### src/rtl/mac_pkg.sv
// rtl/mac_pkg.sv - shared types, defaults and helpers for the MAC accumulator
// Contents: FSM state enum, K/GUARD/ACC_W/CNT_W defaults, sext_prod(), sat_max(), sat_min().
// Helpers work on a MAX_W-wide vector; callers size-cast the result to their own width.
package mac_pkg;

    typedef enum logic [0:0] {
        ACC  = 1'b0,
        HOLD = 1'b1
    } state_t;

    localparam int K_DEF     = 32;
    localparam int GUARD_DEF = 8;
    localparam int ACC_W_DEF = 2 * K_DEF + GUARD_DEF;
    localparam int CNT_W_DEF = 16;

    localparam int MAX_W = 128;
    typedef logic [MAX_W-1:0] wide_t;

    // p carries a pw-bit two's-complement value in its low bits; replicate its sign upward
    function automatic wide_t sext_prod(input wide_t p, input int pw);
        wide_t sh;
        sh = p << (MAX_W - pw);
        return $signed(sh) >>> (MAX_W - pw);
    endfunction

    // Largest positive value of a w-bit signed number, in the low w bits
    function automatic wide_t sat_max(input int w);
        return (wide_t'(1) << (w - 1)) - wide_t'(1);
    endfunction

    // Most negative value of a w-bit signed number, in the low w bits
    function automatic wide_t sat_min(input int w);
        return wide_t'(1) << (w - 1);
    endfunction

endpackage

### src/rtl/mac_add_sat.sv
// rtl/mac_add_sat.sv - combinational signed adder with overflow flag and optional clamp
// Ports: a, b (W-bit signed addends), sum (W-bit result), ovf (signed overflow of a+b).
// Build option SAT_EN: clamp sum to the signed range on overflow; otherwise wrap.
module mac_add_sat
    import mac_pkg::*;
#(
    parameter int W = ACC_W_DEF
) (
    input  logic [W-1:0] a,
    input  logic [W-1:0] b,
    output logic [W-1:0] sum,
    output logic         ovf
);

`ifdef SAT_EN
    localparam logic [W-1:0] SAT_HI = W'(sat_max(W));
    localparam logic [W-1:0] SAT_LO = W'(sat_min(W));
`endif

    logic [W-1:0] raw;

    always_comb begin
        raw = a + b;
        // Overflow only when both addends share a sign and the result flips it
        ovf = (a[W-1] == b[W-1]) && (raw[W-1] != a[W-1]);
`ifdef SAT_EN
        // Direction of overflow follows the common addend sign
        if (ovf) begin
            sum = a[W-1] ? SAT_LO : SAT_HI;
        end else begin
            sum = raw;
        end
`else
        sum = raw;
`endif
    end

endmodule

### src/rtl/mac_accum.sv
// rtl/mac_accum.sv - burst accumulator of signed multiplier products with result handshake
// Ports: clk, rst_n (async active-low), clr (sync abort),
//        prod/prod_valid/prod_last/prod_ready (product beats in),
//        acc_out/acc_cnt/acc_ovf/acc_valid/acc_ready (burst result out).
// Build option SAT_EN: saturating accumulation (see mac_add_sat).
module mac_accum
    import mac_pkg::*;
#(
    parameter int K     = K_DEF,
    parameter int GUARD = GUARD_DEF,
    parameter int CNT_W = CNT_W_DEF
) (
    input  logic                     clk,
    input  logic                     rst_n,
    input  logic                     clr,
    input  logic [2*K-1:0]           prod,
    input  logic                     prod_valid,
    input  logic                     prod_last,
    output logic                     prod_ready,
    output logic [2*K+GUARD-1:0]     acc_out,
    output logic [CNT_W-1:0]         acc_cnt,
    output logic                     acc_ovf,
    output logic                     acc_valid,
    input  logic                     acc_ready
);

    localparam int ACC_W = 2 * K + GUARD;

    state_t             state;
    logic [ACC_W-1:0]   sum_q;
    logic [CNT_W-1:0]   cnt_q;
    logic               ovf_q;

    logic [ACC_W-1:0]   prod_ext;
    logic [ACC_W-1:0]   sum_nxt;
    logic               add_ovf;
    logic [CNT_W-1:0]   cnt_nxt;
    logic               ovf_nxt;
    logic               beat;

    assign prod_ext = ACC_W'(sext_prod(wide_t'(prod), 2 * K));
    assign beat     = prod_valid && prod_ready;
    assign cnt_nxt  = cnt_q + CNT_W'(1);
    assign ovf_nxt  = ovf_q || add_ovf;

    mac_add_sat #(
        .W (ACC_W)
    ) u_add (
        .a   (sum_q),
        .b   (prod_ext),
        .sum (sum_nxt),
        .ovf (add_ovf)
    );

    // prod_ready is registered, so it reads 0 for the first cycle after reset release
    // and is already low in the cycle a HOLD is released (no overlap with a new beat).
    always_ff @(posedge clk or negedge rst_n) begin
        if (!rst_n) begin
            state      <= ACC;
            sum_q      <= '0;
            cnt_q      <= '0;
            ovf_q      <= 1'b0;
            acc_out    <= '0;
            acc_cnt    <= '0;
            acc_ovf    <= 1'b0;
            acc_valid  <= 1'b0;
            prod_ready <= 1'b0;
        end else if (clr) begin
            state      <= ACC;
            sum_q      <= '0;
            cnt_q      <= '0;
            ovf_q      <= 1'b0;
            acc_valid  <= 1'b0;
            prod_ready <= 1'b1;
        end else begin
            case (state)
                ACC: begin
                    prod_ready <= 1'b1;
                    if (beat) begin
                        sum_q <= sum_nxt;
                        cnt_q <= cnt_nxt;
                        ovf_q <= ovf_nxt;
                        if (prod_last) begin
                            acc_out    <= sum_nxt;
                            acc_cnt    <= cnt_nxt;
                            acc_ovf    <= ovf_nxt;
                            acc_valid  <= 1'b1;
                            prod_ready <= 1'b0;
                            state      <= HOLD;
                        end
                    end
                end
                HOLD: begin
                    if (acc_ready) begin
                        acc_valid  <= 1'b0;
                        sum_q      <= '0;
                        cnt_q      <= '0;
                        ovf_q      <= 1'b0;
                        prod_ready <= 1'b1;
                        state      <= ACC;
                    end
                end
                default: begin
                    state <= ACC;
                end
            endcase
        end
    end

endmodule

### config.mk
export PLATFORM = sky130hd
export DESIGN_NAME = mac_accum
export DESIGN_NICKNAME = d
export VERILOG_FILES = /design/src/rtl/mac_pkg.sv /design/src/rtl/mac_add_sat.sv /design/src/rtl/mac_accum.sv
export SDC_FILE = /design/constraint.sdc
export NUM_CORES = 1
export LEC_CHECK = 0
export BUFFER_PORTS_ARGS = -buffer_cell sky130_fd_sc_hd__buf_2
export CAP_MARGIN = 15
export CELL_PAD_IN_SITES_DETAIL_PLACEMENT = 1
export CELL_PAD_IN_SITES_GLOBAL_PLACEMENT = 1
export CORE_ASPECT_RATIO = 1.4
export CORE_UTILIZATION = 40
export CTS_CLUSTER_SIZE = 24
export DETAILED_ROUTE_END_ITERATION = 8
export GPL_ROUTABILITY_DRIVEN = 0
export GPL_TIMING_DRIVEN = 0
export PLACE_DENSITY = 0.75
export SYNTH_ARGS = -nofsm -noshare
export SYNTH_HDL_FRONTEND = slang
export SYNTH_SLANG_ARGS = --single-unit
### constraint.sdc
create_clock -name clk -period 2.69 [get_ports clk]
set_input_delay 0.538 -clock clk [delete_from_list [all_inputs] [get_ports clk]]
set_output_delay 0.538 -clock clk [all_outputs]
set_load 0.005 [all_outputs]
==> metrics.md, run 1 <==
| Metric | Value |
|---|---|
| Status | `finished with violations` |
| Failing checks | `setup timing` |
| Cell mode on critical path | `a21o_1` |
| Core ar. | `0.0277 sq mm` |
| CP cell instances | `ha_4 > a21o_1 > a21o_1 > a21oi_2 > o211ai_1 > o31ai_4 > a2bb2oi_4 > o221ai_4 > nor2_4 > xnor3_1 > mux2_2` |
| Largest net degree at the start of global routing | `113` |
| Clock Skews | `0.0122 ns` |
| Hold buffers post-CTS | `0` |
| H-Tree Depth | `4` |
| Total Wirelength | `41400 um` |
| Slowest CP cell | `o31ai_4` |
| Vias in the first global route | `11500` |
| Simple-gate share of the synthesized area | `16.3%` |
| Post-Syn Nets | `1415` |
| First-pass GRT wire length | `61900 um` |
| Post-synthesis sequential area ratio | `39.9%` |
| WL per Instance | `21.7 um` |
| Worst setup slack after layout | `-0.469 ns` |
| Rel. slew slack | `46.0%` |
| CTS tree | `built` |
| Die ar. | `0.0291 sq mm` |
| Adder-Cell Fraction of Synth Area | `8.11%` |
| Async set-reset flop share out of synthesis | `100%` |
| Fin. Hold Viols | `0` |
| Crit Path Category | `flop to flop` |
| Power Dens Cells | `723 mW/mm^2` |
| Port Buffers | `160` |
| Mux contribution to synthesized area | `1.89%` |
| Mapped cell area | `0.0114 sq mm` |
| Antenna-violating nets left | `0` |
| Share of cells above drive strength 1 | `33.2%` |
| Syn Inst Count | `1272` |
| Post-synthesis compound-gate area fraction | `23.9%` |
| Area grow syn2layout | `35.1%` |
| Setup-failing EPs final | `95` |
| Synth Flop Type | `dfrtp_1` |
| ANT cells | `0` |
| Combinational family with the most area after synthesis | `compound AO/OA/AOI/OAI gates` |
| Tmin final | `3.16 ns` |
| Seq cells post-synth | `181` |
| Synth Area in XOR/XNOR | `6.37%` |
| Clk sinks | `181` |
| Crit path capture type | `flop` |
| Initial Util | `40.9%` |
| Vias | `10900` |
| Total gr overflow | `0` |
| Via-per-instance ratio | `5.72` |
| MaxCap Viol Count | `0` |
| I/O pin count | `161` |
| Crit path DAT | `3.51 ns` |
| Min-delay worst type | `input pin to async pin` |
| Post-synthesis area per instance | `8.93 sq um` |
| Clock transition at the registers of the reported paths | `0.07 ns` |
| Max Slew Vio Count | `0` |
| Clock power share | `23.3%` |
| Worst-Margin Slew | `0.810 ns` |
| Max Root-Sink Buffers | `2` |
| Fin crit share | `117%` |
| Worst-Skew Late Latency | `0.47 ns` |
| Inst Count DP | `1803` |
| Post-DP Area | `0.0131 sq mm` |
| Rows | `72` |
| Combinational share of power | `43.3%` |
| Post-synth EDFFs | `0` |
| Peak supply drop | `0.511 mV` |
| Max FO, Critical Path | `7` |
| Post-route cell area | `0.0153 sq mm` |
| Startpoint types | `flop` |
| Filler-free cell count of the finished design | `1905` |
| HPWL after DPL | `28400 um` |
| Net switching power | `0.00419 W` |
| Setup WS pre-CTS | `-1.14 ns` |
| DRT Pass-1 Iters | `5` |
| Sw Ratio | `37.7%` |
| LEAKAGE | `7.37 nW` |
| DRC | `0` |
| Nets | `1665` |
| CTS Buf Count | `17` |
| Initial antenna violation count | `0` |
| Global Route Usage Sum | `27.9%` |
| RSZ-0062 raised after global routing | `true` |
| Tot Pwr | `0.0111 W` |
| Internal | `0.00690 W` |
| Max incr delay on CP | `0.55 ns` |
| Synth warnings | `0` |
| Number of DRC markers in iteration 0 | `562` |
| Die Y | `201 um` |
| Die width | `144 um` |
| Max Freq | `0.317 GHz` |
| Sequential power share | `33.4%` |
| Critical path required time | `3.05 ns` |
| Cell variety after synth | `81` |
| Root buf cell | `clkbuf_16` |
[what timing repair did]
action	CTS	global route
gates resized for setup	124	113
buffers inserted	45	35
endpoints found under the setup margin	124	123
pin swaps	69	59
[final timing paths]
path / cells after the start / startpoint / end / slack [ns]
worst max-delay path: 11 / sum_q[32] / acc_out[71] / -0.47
worst min-delay path: 1 / rst_n / acc_out[31] / 0.02
worst max register to register: 11 / sum_q[32] / acc_out[71] / -0.47
worst min register to register: 2 / acc_out[49] / acc_out[49] / 0.47
max in group asynchronous: 2 / rst_n / cnt_q[0] / 1.67
min in group clk: 4 / acc_ready / state / 0.37
[layout by cell type (no fill, tap or decap), types with 6 or more instances in the layout]
| cell type | count |
|---|---|
| nand2_1 | 241 |
| dfrtp_1 | 180 |
| buf_2 | 166 |
| o21ai_0 | 71 |
| a22o_1 | 62 |
| a21oi_1 | 60 |
| nor2_1 | 56 |
| buf_4 | 56 |
| clkbuf_1 | 41 |
| ha_1 | 39 |
| a21o_1 | 38 |
| xnor2_1 | 34 |
| inv_1 | 30 |
| buf_6 | 25 |
| ha_4 | 23 |
| nand4_1 | 22 |
| a21oi_2 | 20 |
| o21ai_1 | 17 |
| clkbuf_16 | 17 |
| o21bai_1 | 16 |
| xnor2_2 | 16 |
| xor2_1 | 15 |
| a21oi_4 | 13 |
| nand3_1 | 13 |
| o21ai_2 | 12 |
| xor2_2 | 11 |
| o21a_1 | 10 |
| o211ai_1 | 10 |
| and3_1 | 10 |
| ha_2 | 10 |
| mux2_4 | 9 |
| clkbuf_2 | 8 |
| nand2b_1 | 8 |
| mux2_2 | 8 |
| nor3_2 | 7 |
| or3_1 | 7 |
| nor3_1 | 6 |
[Yosys cell counts (12+ instances only)]
master,n,area (sq um)
a21o_1,38,285
a21oi_1,92,460
a22o_1,62,543
and3_1,16,100
clkbuf_1,56,210
dfrtp_1,181,4530
ha_1,72,901
inv_1,31,116
mux2_2,16,180
nand2_1,245,920
nand3_1,16,80.1
nand4_1,22,138
nor2_1,64,240
nor3_1,14,70.1
o21ai_0,89,445
o21ai_1,12,60.1
o21bai_1,17,128
xnor2_1,54,473
xor2_1,26,228
[cell type report]
type | count | area, sq um
Inverter | 31 | 116
Timing Repair Buffer | 236 | 1500
Clock buffer | 21 | 460
Buffer | 66 | 349
Sequential cell | 181 | 4530
Clock inverter | 11 | 124
Multi-Input combinational cell | 989 | 7810
Tap cell | 370 | 463
Fill cell | 3184 | 12400
[state kept, by name (all words and copies together) (netlist names)]
register and cells:
acc_ovf 1, ovf_q 1, cnt_q 16, acc_out 72, acc_cnt 16, acc_valid 1
sum_q 72, state 1, prod_ready 1
[power by group through the flow]
| stage | clock network (W) | logic, W | registers [W] |
|---|---|---|---|
| floorplan | 0 | 0.00247 | 0.00371 |
| global placement | 0 | 0.00372 | 0.00371 |
| detailed placement | 0 | 0.00382 | 0.00373 |
| CTS | 0.00264 | 0.00430 | 0.00370 |
| global route | 0.00273 | 0.00521 | 0.00378 |
| finish | 0.00259 | 0.00480 | 0.00370 |
[per-stage QoR]
| step | hold slack (ns) | TNS (ns) | utilization (%) |
|---|---|---|---|
| after floorplan | 0.242 | -2.01 | - |
| after global placement | 0.453 | -443.57 | 47.0 |
| after detailed placement | 0.458 | -79.90 | 47.2 |
| after CTS | 0.0409 | -18.78 | 52.6 |
| after global routing | 0.0646 | -31.90 | 55.3 |
| final | 0.0247 | -22.97 | 55.3 |
[routing by layer]
metal  track usage (%)  routed length, um
met1              31.6              16100
met2              49.7              21500
met3              5.16               1890
met4              13.1               1930
met5                 0                  0
[logic make-up after synthesis]
kind of cell	Yosys count
multiplexers	19
AO/OA/AOI/OAI	394
XOR/XNOR	81
flip-flops	181
buffers and inverters	102
AND/OR/NAND/NOR	422
adder cells (fa/ha/maj)	73
[critical path, delay by kind of cell, from the launching register on]
family                     cells  cell delay (ns)
xor gates and xnor gates       1             0.22
muxes                          1             0.26
DFF                            1             0.42
AOI/OAI and AO/OA              7             1.71
and+or+nand+nor                1             0.15
adders and majority gates      1             0.27
Note: power is estimated with default switching activity, not from simulation.
==> run 2, diff against run 1 <==
- BUFFER_PORTS_ARGS: -buffer_cell sky130_fd_sc_hd__buf_2 -> -buffer_cell sky130_fd_sc_hd__buf_4
==> metrics.md, run 2 (same netlist as run 1, synthesis figures left out) <==
| Metric | Value |
|---|---|
| Slowest CP cell | `dfrtp_1 (was o31ai_4)` |
| Min-delay worst type | `input pin to async pin (unchanged)` |
| Failing checks | `setup timing (unchanged)` |
| Die ar. | `0.0291 sq mm (unchanged)` |
| MaxCap Viol Count | `0 (unchanged)` |
| Total gr overflow | `0 (unchanged)` |
| Setup-failing EPs final | `103 (was 95)` |
| Most frequent cells in the layout | `nand2_1, buf_4, dfrtp_1 (was nand2_1, dfrtp_1, buf_2)` |
| Initial antenna violation count | `0 (unchanged)` |
| Commonest non-fill, non-tap cell in the layout | `nand2_1 (unchanged)` |
| WL per Instance | `21.9 um (was 21.7 um)` |
| Clk sinks | `181 (unchanged)` |
| Core ar. | `0.0277 sq mm (unchanged)` |
| Fin crit share | `120% (was 117%)` |
| Tmin final | `3.23 ns (was 3.16 ns)` |
| Clock transition at the registers of the reported paths | `0.07 ns (about the same)` |
| DRT Pass-1 Iters | `4 (was 5)` |
| Worst-Margin Slew | `0.932 ns (was 0.810 ns)` |
| Tot Pwr | `0.0117 W (was 0.0111 W)` |
| Die width | `144 um (unchanged)` |
| Max Slew Vio Count | `0 (unchanged)` |
| Vias | `10800 (was 10900)` |
| HPWL after DPL | `28800 um (was 28400 um)` |
| Via-per-instance ratio | `5.71 (was 5.72)` |
| LEAKAGE | `7.53 nW (was 7.37 nW)` |
| First-pass GRT wire length | `62000 um (was 61900 um)` |
| Largest net degree at the start of global routing | `105 (was 113)` |
| Port Buffers | `160 (unchanged)` |
| Status | `finished with violations (unchanged)` |
| Total Wirelength | `41600 um (was 41400 um)` |
| Rel. slew slack | `37.9% (was 46.0%)` |
| Fill count | `3216 (was 3184)` |
| Max Root-Sink Buffers | `2 (unchanged)` |
| Largest regs | `acc_out x72, sum_q x72 (unchanged)` |
| RSZ-0062 raised after global routing | `true (unchanged)` |
| Initial Util | `40.9% (unchanged)` |
| Area of the multi-input gates | `0.00784 sq mm (was 0.00781 sq mm)` |
| Clock Skews | `0.0124 ns (was 0.0122 ns)` |
| Vias in the first global route | `11500 (about the same)` |
| Max incr delay on CP | `0.42 ns (was 0.55 ns)` |
| Rows | `72 (unchanged)` |
| Worst-Skew Late Latency | `0.47 ns (about the same)` |
| CTS Buf Count | `17 (unchanged)` |
| Nets | `1655 (was 1665)` |
| Max FO, Critical Path | `5 (was 7)` |
| Area grow syn2layout | `39.2% (was 35.1%)` |
| Max Freq | `0.309 GHz (was 0.317 GHz)` |
| Crit path capture type | `flop (unchanged)` |
| Number of DRC markers in iteration 0 | `453 (was 562)` |
| Global Route Usage Sum | `28.1% (was 27.9%)` |
| Post-DP Area | `0.0135 sq mm (was 0.0131 sq mm)` |
| CP cell instances | `ha_4 > buf_4 > buf_6 > a21oi_2 > nand4b_1 > a31oi_2 > a211o_2 > a22o_4 > a31oi_4 > o31ai_4 > buf_6 > a31oi_4 > xnor2_2 > mux2_4 (was ha_4 > a21o_1 > a21o_1 > a21oi_2 > o211ai_1 > o31ai_4 > a2bb2oi_4 > o221ai_4 > nor2_4 > xnor3_1 > mux2_2)` |
| Post-route cell area | `0.0158 sq mm (was 0.0153 sq mm)` |
| Worst setup slack after layout | `-0.541 ns (was -0.469 ns)` |
| R2R setup slack | `-0.54 ns (was -0.47 ns)` |
| FF/Latch Area | `0.00453 sq mm (unchanged)` |
| I/O pin count | `161 (unchanged)` |
| DRC | `0 (unchanged)` |
| H-Tree Depth | `4 (unchanged)` |
| Power Dens Cells | `741 mW/mm^2 (was 723 mW/mm^2)` |
| Inst Count DP | `1803 (unchanged)` |
| Crit path DAT | `3.58 ns (was 3.51 ns)` |
| Share of cells above drive strength 1 | `32.6% (was 33.2%)` |
| Antenna-violating nets left | `0 (unchanged)` |
| Root buf cell | `clkbuf_16 (unchanged)` |
| Critical path required time | `3.04 ns (was 3.05 ns)` |
| ANT cells | `0 (unchanged)` |
| Filler-free cell count of the finished design | `1895 (was 1905)` |
| Peak supply drop | `0.555 mV (was 0.511 mV)` |
| Die Y | `201 um (unchanged)` |
| CTS tree | `built (unchanged)` |
| Fin. Hold Viols | `0 (unchanged)` |
| Startpoint types | `flop (unchanged)` |
| Crit Path Category | `flop to flop (unchanged)` |
## run 2: cell types whose count changed in the layout (fill, tap and decap cells not counted), moves of 3 or more
cell	previous run	this run
xnor2_1	34	30
buf_6	25	34
ha_1	39	44
o21ai_2	12	8
bufinv_16	2	5
buf_4	56	193
buf_2	166	7
ha_4	23	20
## run 2: timing repair
item / CTS / global route
hold buffers: 0 / 0
gates resized for setup: 124 / 120
endpoints found under the setup margin: 125 / 119
pin swaps: 49 / 53
setup buffers: 41 / 30
## run 2: where the power goes
group          switching (W)  internal, W  leakage [nW]  total [W]
sequential          0.000416      0.00332          2.36    0.00373
clock                0.00121      0.00168         0.322    0.00289
combinational        0.00266      0.00243          4.85    0.00509
## run 2: layout make-up
| type | instances | share of cell area [%] |
|---|---|---|
| plain buffers | 68 | 2.23 |
| inverters | 31 | 0.736 |
| flip-flops and latches | 181 | 28.7 |
| well taps | 370 | 2.93 |
| repair buffers | 224 | 11.6 |
| multi-input cells | 989 | 49.6 |
| clock inverters | 14 | 1.39 |
| clock buffers | 18 | 2.78 |
## run 2: per-layer routing
metal | track usage [%] | vias to the layer above | part of all wire [%]
li1 | - | 4992 | -
met1 | 31.3 | 5448 | 39
met2 | 50.5 | 275 | 52
met3 | 5.07 | 106 | 4.0
met4 | 13.6 | 0 | 4.8
met5 | 0 | - | 0
## run 2: critical path, delay by kind of cell (launching register included)
kind / cells / cell delay [ns]
xor+xnor: 1 / 0.11
compound gates: 7 / 1.53
simple gates: 1 / 0.21
mux: 1 / 0.26
flops: 1 / 0.42
buf+inv: 3 / 0.39
fa+ha+maj: 1 / 0.18
## run 2: path summary, 6_finish.rpt
check | startpoint | endpoint | cells past startpoint
max in group asynchronous | rst_n | cnt_q[0] | 2
worst max-delay path | sum_q[0] | acc_out[65] | 14
worst max register to register | sum_q[0] | acc_out[65] | 14
worst min-delay path | rst_n | sum_q[31] | 1
min in group clk | acc_ready | state | 4
worst min register to register | acc_out[49] | acc_out[49] | 2
## run 2: per-stage QoR
stage	hold slack (ns)	TNS (ns)	util (%)	setup slack (ns)
2_1_floorplan	0.242	-2.01	-	-0.191
3_3_place_gp	0.461	-102.09	48.5	-1.07
3_5_place_dp	0.469	-78.80	48.6	-1.10
4_1_cts	0.0709	-21.32	54.2	-0.512
5_1_grt	0.107	-39.51	57.0	-0.683
6_report	0.0408	-31.36	57.0	-0.541
==> run 3, diff against run 2 <==
- CORE_UTILIZATION: 40 -> 48
- PLACE_DENSITY: 0.75 -> 0.85
- TNS_END_PERCENT: unset -> 30
- clock period: 2.69 -> 3.8 ns (I/O delays scaled with it)
==> metrics.md, run 3 (same netlist as run 1, synthesis figures left out) <==
| Metric | Value |
|---|---|
| Initial antenna violation count | `0 (unchanged)` |
| Share of cells above drive strength 1 | `17.1% (was 32.6%)` |
| Max Slew Vio Count | `0 (unchanged)` |
| Startpoint types | `flop (unchanged)` |
| Max incr delay on CP | `0.48 ns (was 0.42 ns)` |
| Vias in the first global route | `11600 (was 11500)` |
| Die ar. | `0.0243 sq mm (was 0.0291 sq mm)` |
| Clock power share | `26.1% (was 24.7%)` |
| Rel. slew slack | `45.2% (was 37.9%)` |
| Peak supply drop | `0.366 mV (was 0.555 mV)` |
| Clk sinks | `181 (unchanged)` |
| DRC | `0 (unchanged)` |
| Commonest non-fill, non-tap cell in the layout | `nand2_1 (unchanged)` |
| Sequential power share | `35.8% (was 31.9%)` |
| Sw Ratio | `36.4% (was 36.6%)` |
| Die Y | `184 um (was 201 um)` |
| Hold buffers post-CTS | `0 (unchanged)` |
| First-pass GRT wire length | `59500 um (was 62000 um)` |
| MaxCap Viol Count | `0 (unchanged)` |
| Net switching power | `0.00266 W (was 0.00428 W)` |
| Post-DP Area | `0.0130 sq mm (was 0.0135 sq mm)` |
| I/O pin count | `161 (unchanged)` |
| Worst-Margin Slew | `0.822 ns (was 0.932 ns)` |
| LEAKAGE | `6.71 nW (was 7.53 nW)` |
| Core ar. | `0.0232 sq mm (was 0.0277 sq mm)` |
| Max FO, Critical Path | `4 (was 5)` |
| CTS tree | `built (unchanged)` |
| Post-route cell area | `0.0136 sq mm (was 0.0158 sq mm)` |
| Cell mode on critical path | `a21oi_1` |
| Vias | `10600 (was 10800)` |
| Port Buffers | `160 (unchanged)` |
| HPWL after DPL | `27800 um (was 28800 um)` |
| Filler-free cell count of the finished design | `1771 (was 1895)` |
| Clock Skews | `0.0123 ns (was 0.0124 ns)` |
| Fill count | `2755 (was 3216)` |
| CTS Buf Count | `17 (unchanged)` |
| Combinational share of power | `38.0% (was 43.4%)` |
| Min-delay worst type | `input pin to async pin (unchanged)` |
| Max Root-Sink Buffers | `2 (unchanged)` |
| Tmin final | `3.66 ns (was 3.23 ns)` |
| Internal | `0.00464 W (was 0.00743 W)` |
| Number of DRC markers in iteration 0 | `473 (was 453)` |
| Setup-failing EPs final | `0 (was 103)` |
| H-Tree Depth | `4 (unchanged)` |
| Final TNS setup | `0 ns (was -31.36 ns)` |
| WL per Instance | `20.8 um (was 21.9 um)` |
| Clock transition at the registers of the reported paths | `0.08 ns (was 0.07 ns)` |
| CP cell instances | `ha_1 > inv_1 > fa_1 > nand2b_1 > a21oi_1 > o2111ai_2 > a21oi_1 > nor2_1 > o311ai_4 > a211oi_2 > or2_1 > a311oi_2 > o21ai_1 (was ha_4 > buf_4 > buf_6 > a21oi_2 > nand4b_1 > a31oi_2 > a211o_2 > a22o_4 > a31oi_4 > o31ai_4 > buf_6 > a31oi_4 > xnor2_2 > mux2_4)` |
| Power Dens Cells | `537 mW/mm^2 (was 741 mW/mm^2)` |
| Crit path DAT | `3.98 ns (was 3.58 ns)` |
| Via-per-instance ratio | `5.97 (was 5.71)` |
| Global Route Usage Sum | `31.4% (was 28.1%)` |
| Inst Count DP | `1739 (was 1803)` |
| Critical path required time | `4.11 ns (was 3.04 ns)` |
| Crit path capture type | `flop (unchanged)` |
| Fin. Hold Viols | `0 (unchanged)` |
| Largest net degree at the start of global routing | `103 (was 105)` |
| Total Wirelength | `36900 um (was 41600 um)` |
| Tot Pwr | `0.00730 W (was 0.0117 W)` |
| Most frequent cells in the layout | `nand2_1, dfrtp_1, buf_4 (was nand2_1, buf_4, dfrtp_1)` |
| Final Util | `58.6% (was 57.0%)` |
| FF-to-FF path depth | `13 (was 14)` |
| Worst-Skew Late Latency | `0.45 ns (was 0.47 ns)` |
| ANT cells | `0 (unchanged)` |
| Nets | `1595 (was 1655)` |
| Rows | `66 (was 72)` |
| Die width | `132 um (was 144 um)` |
| RSZ-0062 raised after global routing | `false (was true)` |
| Area grow syn2layout | `19.8% (was 39.2%)` |
| Initial Util | `48.9% (was 40.9%)` |
| Total gr overflow | `0 (unchanged)` |
| Status | `complete, no violations (was finished with violations)` |
| Slowest CP cell | `o311ai_4 (was dfrtp_1)` |
| Largest regs | `acc_out x72, sum_q x72 (unchanged)` |
| Antenna-violating nets left | `0 (unchanged)` |
| Fin crit share | `96.4% (was 120%)` |
| DRT Pass-1 Iters | `4 (unchanged)` |
| Root buf cell | `clkbuf_16 (unchanged)` |
| Max Freq | `0.273 GHz (was 0.309 GHz)` |
| Crit Path Category | `flop to flop (unchanged)` |
[run 3: power groups by stage]
stage	Combinational (W)	Clock, W	Sequential, W
2_1_floorplan	0.00162	0	0.00261
3_3_place_gp	0.00263	0	0.00262
3_5_place_dp	0.00274	0	0.00265
4_1_cts	0.00278	0.00192	0.00262
5_1_grt	0.00306	0.00199	0.00267
6_report	0.00278	0.00191	0.00262
[run 3: stage by stage]
stage / hold slack (ns) / worst slack [ns]
floorplan: 0.450 / 0.465
global placement: 0.460 / -0.515
detailed placement: 0.464 / -0.495
CTS: 0.315 / 0.0839
global route: 0.349 / 0.0236
finish: 0.255 / 0.137
[run 3: final timing paths]
check                                    to   startpoint  slack (ns)
worst max-delay path              sum_q[70]     sum_q[0]        0.14
worst min-delay path            acc_out[31]        rst_n        0.25
min in group clk                acc_out[45]  acc_out[45]        0.48
max in group asynchronous          cnt_q[5]        rst_n        2.59
worst min register to register  acc_out[45]  acc_out[45]        0.48
worst max register to register    sum_q[70]     sum_q[0]        0.14
[run 3: worst max-delay path: cells and delay by family (launching register included)]
family	cells	cell delay (ns)
DFF	1	0.38
adders and majority gates	2	0.59
AOI/OAI and AO/OA	7	1.89
buffers and inverters	1	0.06
and+or+nand+nor	3	0.60
[run 3: per-layer routing]
metal	vias up	GRT usage (%)	part of all wire [%]
li1	4886	-	-
met1	5339	33.6	39
met2	256	58.0	52
met3	99	5.49	4.1
met4	0	18.2	4.9
met5	-	0	0
[run 3: layout make-up]
class | count | area (sq um) | share of cell area [%]
plain buffers | 71 | 280 | 2.06
clock buffers | 18 | 439 | 3.23
clock inverters | 14 | 174 | 1.28
inverters | 31 | 116 | 0.855
multi-input cells | 989 | 6450 | 47.4
flip-flops and latches | 181 | 4530 | 33.3
well taps | 306 | 383 | 2.81
repair buffers | 161 | 1240 | 9.09
[run 3: repair_timing]
item | CTS | global route
gates resized for setup | 1 | 2
buffers inserted | 0 | 0
endpoints found under the setup margin | 1 | 4
